**src/rtl/serial_twos_complement_if.sv**
```systemverilog
// rtl/serial_twos_complement_if.sv - start/busy/done handshake and operand/result bundle for serial_twos_complement
interface serial_twos_complement_if #(
    parameter int WIDTH = 8
);
    logic             start;
    logic             mode;
    logic [WIDTH-1:0] A;
    logic             busy;
    logic             done;
    logic [WIDTH-1:0] Y;
    logic             ovf;

    modport master (
        output start, mode, A,
        input  busy, done, Y, ovf
    );

    modport slave (
        input  start, mode, A,
        output busy, done, Y, ovf
    );
endinterface

```
**src/rtl/serial_twos_complement.sv**
```systemverilog
// rtl/serial_twos_complement.sv - bit-serial negate / absolute value, LSB first; optional SERIAL_TC_SATURATE_EN
module serial_twos_complement #(
    parameter int WIDTH = 8
) (
    input  logic                  clk,
    input  logic                  reset,
    serial_twos_complement_if.slave bus
);
    localparam int               CW       = $clog2(WIDTH);
    localparam logic [CW-1:0]    LAST_BIT = CW'(WIDTH - 1);
    localparam logic [WIDTH-1:0] MOST_NEG = {1'b1, {(WIDTH-1){1'b0}}};

    typedef enum logic [1:0] {
        IDLE,
        SHIFT,
        DONE
    } state_t;

    state_t           state;
    state_t           state_nx;
    logic [WIDTH-1:0] opnd;
    logic [WIDTH-1:0] stage;
    logic [WIDTH-1:0] y_q;
    logic [CW-1:0]    cnt;
    logic             inv;
    logic             carry;
    logic             ovf_pend;
    logic             ovf_q;
    logic             busy_q;
    logic             done_q;
    logic             bit_s;
    logic             carry_nx;
    logic [WIDTH-1:0] stage_nx;
    logic [WIDTH-1:0] result;

    // State register.
    always_ff @(posedge clk) begin
        if (reset) begin
            state <= IDLE;
        end else begin
            state <= state_nx;
        end
    end

    // Next-state: accept in IDLE, walk WIDTH bits, one DONE cycle, back to IDLE.
    always_comb begin
        state_nx = state;
        case (state)
            IDLE:    if (bus.start) state_nx = SHIFT;
            SHIFT:   if (cnt == LAST_BIT) state_nx = DONE;
            DONE:    state_nx = IDLE;
            default: state_nx = IDLE;
        endcase
    end

    // One step of the invert-and-add-one chain on the current operand LSB.
    always_comb begin
        bit_s    = opnd[0];
        carry_nx = carry;
        if (inv) begin
            bit_s    = ~opnd[0] ^ carry;
            carry_nx = ~opnd[0] & carry;
        end
        stage_nx = {bit_s, stage[WIDTH-1:1]};
`ifdef SERIAL_TC_SATURATE_EN
        result   = ovf_pend ? ~MOST_NEG : stage_nx;
`else
        result   = stage_nx;
`endif
    end

    // Datapath: latch operand on accept, shift while in SHIFT, publish on the last bit.
    always_ff @(posedge clk) begin
        if (reset) begin
            opnd     <= '0;
            stage    <= '0;
            y_q      <= '0;
            cnt      <= '0;
            inv      <= 1'b0;
            carry    <= 1'b1;
            ovf_pend <= 1'b0;
            ovf_q    <= 1'b0;
            busy_q   <= 1'b0;
            done_q   <= 1'b0;
        end else begin
            busy_q <= (state_nx != IDLE);
            done_q <= (state_nx == DONE);
            case (state)
                IDLE: begin
                    if (bus.start) begin
                        opnd     <= bus.A;
                        inv      <= ~bus.mode | bus.A[WIDTH-1];
                        // Negating the most-negative value cannot be represented.
                        ovf_pend <= (bus.A == MOST_NEG) & (~bus.mode | bus.A[WIDTH-1]);
                        cnt      <= '0;
                        carry    <= 1'b1;
                    end
                end
                SHIFT: begin
                    opnd  <= opnd >> 1;
                    stage <= stage_nx;
                    carry <= carry_nx;
                    cnt   <= cnt + CW'(1);
                    if (cnt == LAST_BIT) begin
                        y_q   <= result;
                        ovf_q <= ovf_pend;
                    end
                end
                default: ;
            endcase
        end
    end

    assign bus.busy = busy_q;
    assign bus.done = done_q;
    assign bus.Y    = y_q;
    assign bus.ovf  = ovf_q;
endmodule
```
**src/flat_wrapper.sv**
```systemverilog
// flat-port wrapper written by rule: the top's interface ports become plain ports
module serial_twos_complement_flat 
#(
    parameter int WIDTH = 8
)
  (clk, reset, bus_start, bus_mode, bus_A, bus_busy, bus_done, bus_Y, bus_ovf);
  serial_twos_complement_if #(.WIDTH(WIDTH)) bus_i ();
  input  logic clk;
  input  logic reset;
  input wire logic [$bits(bus_i.start)-1:0] bus_start;
  input wire logic [$bits(bus_i.mode)-1:0] bus_mode;
  input wire logic [$bits(bus_i.A)-1:0] bus_A;
  output wire logic [$bits(bus_i.busy)-1:0] bus_busy;
  output wire logic [$bits(bus_i.done)-1:0] bus_done;
  output wire logic [$bits(bus_i.Y)-1:0] bus_Y;
  output wire logic [$bits(bus_i.ovf)-1:0] bus_ovf;
  assign bus_i.start = bus_start;
  assign bus_i.mode = bus_mode;
  assign bus_i.A = bus_A;
  assign bus_busy = bus_i.busy;
  assign bus_done = bus_i.done;
  assign bus_Y = bus_i.Y;
  assign bus_ovf = bus_i.ovf;
  serial_twos_complement #(.WIDTH(WIDTH)) u_core (.clk(clk), .reset(reset), .bus(bus_i));
endmodule
```
**config.mk**
```make
export PLATFORM = sky130hd
export DESIGN_NAME = serial_twos_complement_flat
export DESIGN_NICKNAME = d
export VERILOG_FILES = /design/src/rtl/serial_twos_complement_if.sv /design/src/rtl/serial_twos_complement.sv /design/src/flat_wrapper.sv
export SDC_FILE = /design/constraint.sdc
export NUM_CORES = 1
export LEC_CHECK = 0
export ABC_CLOCK_PERIOD_IN_PS = 1900
export BUFFER_PORTS_ARGS = -buffer_cell sky130_fd_sc_hd__buf_2
export CAP_MARGIN = 40
export CORE_ASPECT_RATIO = 0.75
export CORE_MARGIN = 1
export CORE_UTILIZATION = 25
export DETAILED_ROUTE_END_ITERATION = 6
export PLACE_DENSITY = 0.51
export SLEW_MARGIN = 0
export SYNTH_ARGS = -nofsm -noshare
export SYNTH_HDL_FRONTEND = slang
export SYNTH_SLANG_ARGS = --single-unit
```
**constraint.sdc**
```tcl
create_clock -name clk -period 1.9 [get_ports clk]
set_input_delay 0.19 -clock clk [delete_from_list [all_inputs] [get_ports clk]]
set_output_delay 0.19 -clock clk [all_outputs]
set_load 0.005 [all_outputs]
```
==> results.ini <==
[placement]
io_buffers=22
gp_congestion=0.669
hpwl_microns=1830

[drt]
wl_microns=2750
num_vias=1036
wire_per_inst_microns=11.2
firstDrtPassIters=4
viasPerCell=4.23
drtIter0Drc=70
remaining_drc_errors=0
drtAntennaViolNets=0

[grt]
grt_overflow=0
grt_pass1_wl_microns=4710
first_global_vias=938
grt_max_degree=36
grt_antenna_before_repair=0
grtUsageTotal_pct=10.9

[synth]
ys_types=29
yosys-top-cells-area=dfxtp_1 49%, mux2i_1 7.3%, nor2_1 6.5%
synthCells=147
synth-seq-cells=34
mappedNetlistNets=162
synth-warning-count=0
syn_avg_cell_area_sq_um=9.39
ys_seq_area_share_pct=49.3
mappedNetlistArea_sq_um=1380
yosys.area.top_type=dfxtp_1
synth_top_area_share_pct=49.3

[sta]
tightest_slew_ns=0.675
max_freq_mhz=662
drv_slew=0
final.hold.worst_slack_ns=0.110
min_period_ns=1.51
slew_headroom_pct=55.0
tns_ns=0
finClkSkew_ns=0.00894
post-route-period-util_pct=79.6
rsz0062_at_grt=no
finalHoldViolCount=0
finalSetupViolCount=0

[final_layout]
layout_commonest_cell=dfxtp_1
fin_nets=184
final_cell_mix=34 x dfxtp_1, 24 x nor2_1, 22 x buf_2, 20 x nand2_1, 14 x a21oi_1
multiInputGateArea_sq_um=631
final_util_pct=30.8
drive_gt1_share_pct=24.7
n_antenna_cell=0
area_growth_pct=18.9
seq_area_sq_um=681
final.fill_count=577

[setup_path]
cp.arrival_ns=1.67
crit_chain=ha_1 > ha_1 > nand3b_1 > buf_4 > mux2i_1 > nor2_1
cp-start-kind=flip-flop
cp.required_ns=2.05
worstSetupEndpointType=flip-flop
critical_path.max_fanout=5
max_stage_delay_ns=0.33
crit_path_frequent_cell=ha_1
cp_slowest_cell=dfxtp_1
worstSetupPathType=reg2reg

[power_and_ir_drop]
peakVddDrop_uv=206
switchingPower_uw=361
cellPowerDensity_nw_per_um2=878
p_seq_share_pct=52.6
swShare_pct=25.0
clkPwrFrac_pct=38.8
power.leakage_nw=0.709
p_comb_share_pct=8.5
intPower_mw=1.08

[floorplan]
dieArea_sq_um=5820
dieHeight_microns=66.3
num_rows=23
die_width_microns=87.8
pin_count=23
core_area_sq_um=5320
initial_core_util_pct=25.9

[job]
cap_violations=0

[clock_network]
cts_tree=yes
cts_setup_buffers=0
clk_path_buf_depth=2
cts_resized=0
clkTransAtPathRegs_ns=0.08
cts_buffers=5
cts_root_buffer=clkbuf_8
cts.sinks=34
h-tree-depth=2
hold_buffers=0
clk-insertion-delay-late_ns=0.29

[outcome]
status=finished, final reports clean

[worst_hold_path]
min_path_type=in2reg

## power groups by stage
| stage | combinational [mW] | sequential (mW) | clock, mW |
|---|---|---|---|
| after floorplan | 0.101 | 0.766 | 0 |
| after global placement | 0.125 | 0.774 | 0 |
| final | 0.123 | 0.758 | 0.559 |
| after detailed placement | 0.124 | 0.774 | 0 |
| after CTS | 0.125 | 0.757 | 0.574 |
| after global routing | 0.140 | 0.761 | 0.615 |
## final timing paths
check,startpoint,end,slack (ns),depth (start not counted)
max,u_core.cnt[0],u_core.bus.Y[3],0.39,6
min,bus_mode,u_core.inv,0.11,2
max reg2reg,u_core.cnt[0],u_core.bus.Y[3],0.39,6
min reg2reg,u_core.bus.Y[7],u_core.bus.Y[7],0.47,2
## metal layers
metal  track usage (%)  share of wire (%)  up-vias
li1                  -                  -      550
met5                 0                  0        -
met1              15.1                 53      468
met3              4.74                5.1        5
met2              14.4                 40       13
met4              4.30                1.3        0
## cell usage after synthesis
cell / number
a221oi_1: 1
inv_1: 2
nor2_1: 24
nand2b_1: 2
a211oi_2: 4
a31oi_1: 1
o21ai_0: 2
mux2i_1: 10
ha_1: 3
nor4b_1: 1
buf_4: 4
a221oi_2: 1
clkbuf_1: 4
nand4_1: 1
or2_2: 1
a311oi_1: 1
nor2b_1: 3
a21oi_1: 14
buf_2: 1
nor3_1: 1
a211oi_1: 4
o21ba_2: 1
dfxtp_1: 34
buf_6: 1
nor3b_2: 1
nand2_1: 20
o21bai_4: 1
a22oi_1: 3
nand3b_1: 1
## per-stage QoR
stage               power (mW)  worst slack, ns  cell area, sq um  std cells
finish                    1.44            0.388              1640        245
global route              1.52            0.257              1640        245
CTS                       1.46            0.355              1640        245
detailed placement       0.898            0.370              1550        237
global placement         0.898            0.364              1550        237
floorplan                0.867            0.559              1380        147
## cell families after synthesis
family	Yosys count	synth area share, %
AOI/OAI and AO/OA	33	18.1
adders and majority gates	3	2.72
muxes	10	7.25
and+or+nand+nor	55	17.6
DFF	34	49.3
buffers and inverters	12	4.99
## layout make-up
cell class | instances | area share, %
inverter | 2 | 0.458
sequential | 34 | 41.5
timing repair buffer | 25 | 8.09
clock inverter | 2 | 0.763
multi-input combinational | 101 | 38.4
clock buffer | 6 | 5.03
tap | 75 | 5.72
## worst max-delay path, delay by kind of cell (launching register included)
kind	cells	cell delay (ns)
adders and majority gates	2	0.40
muxes	1	0.18
DFF	1	0.33
buffers and inverters	1	0.20
and+or+nand+nor	2	0.26
## state kept, by name (all words and copies together), names as in the netlist
register,cells
u_core.bus.Y,8
u_core.carry,1
u_core.inv,1
u_core.cnt,3
u_core.state,2
u_core.bus.done,1
u_core.ovf_pend,1
u_core.bus.ovf,1
u_core.bus.busy,1
u_core.opnd,8
u_core.stage,7
Power figures use the tool's default switching activity.
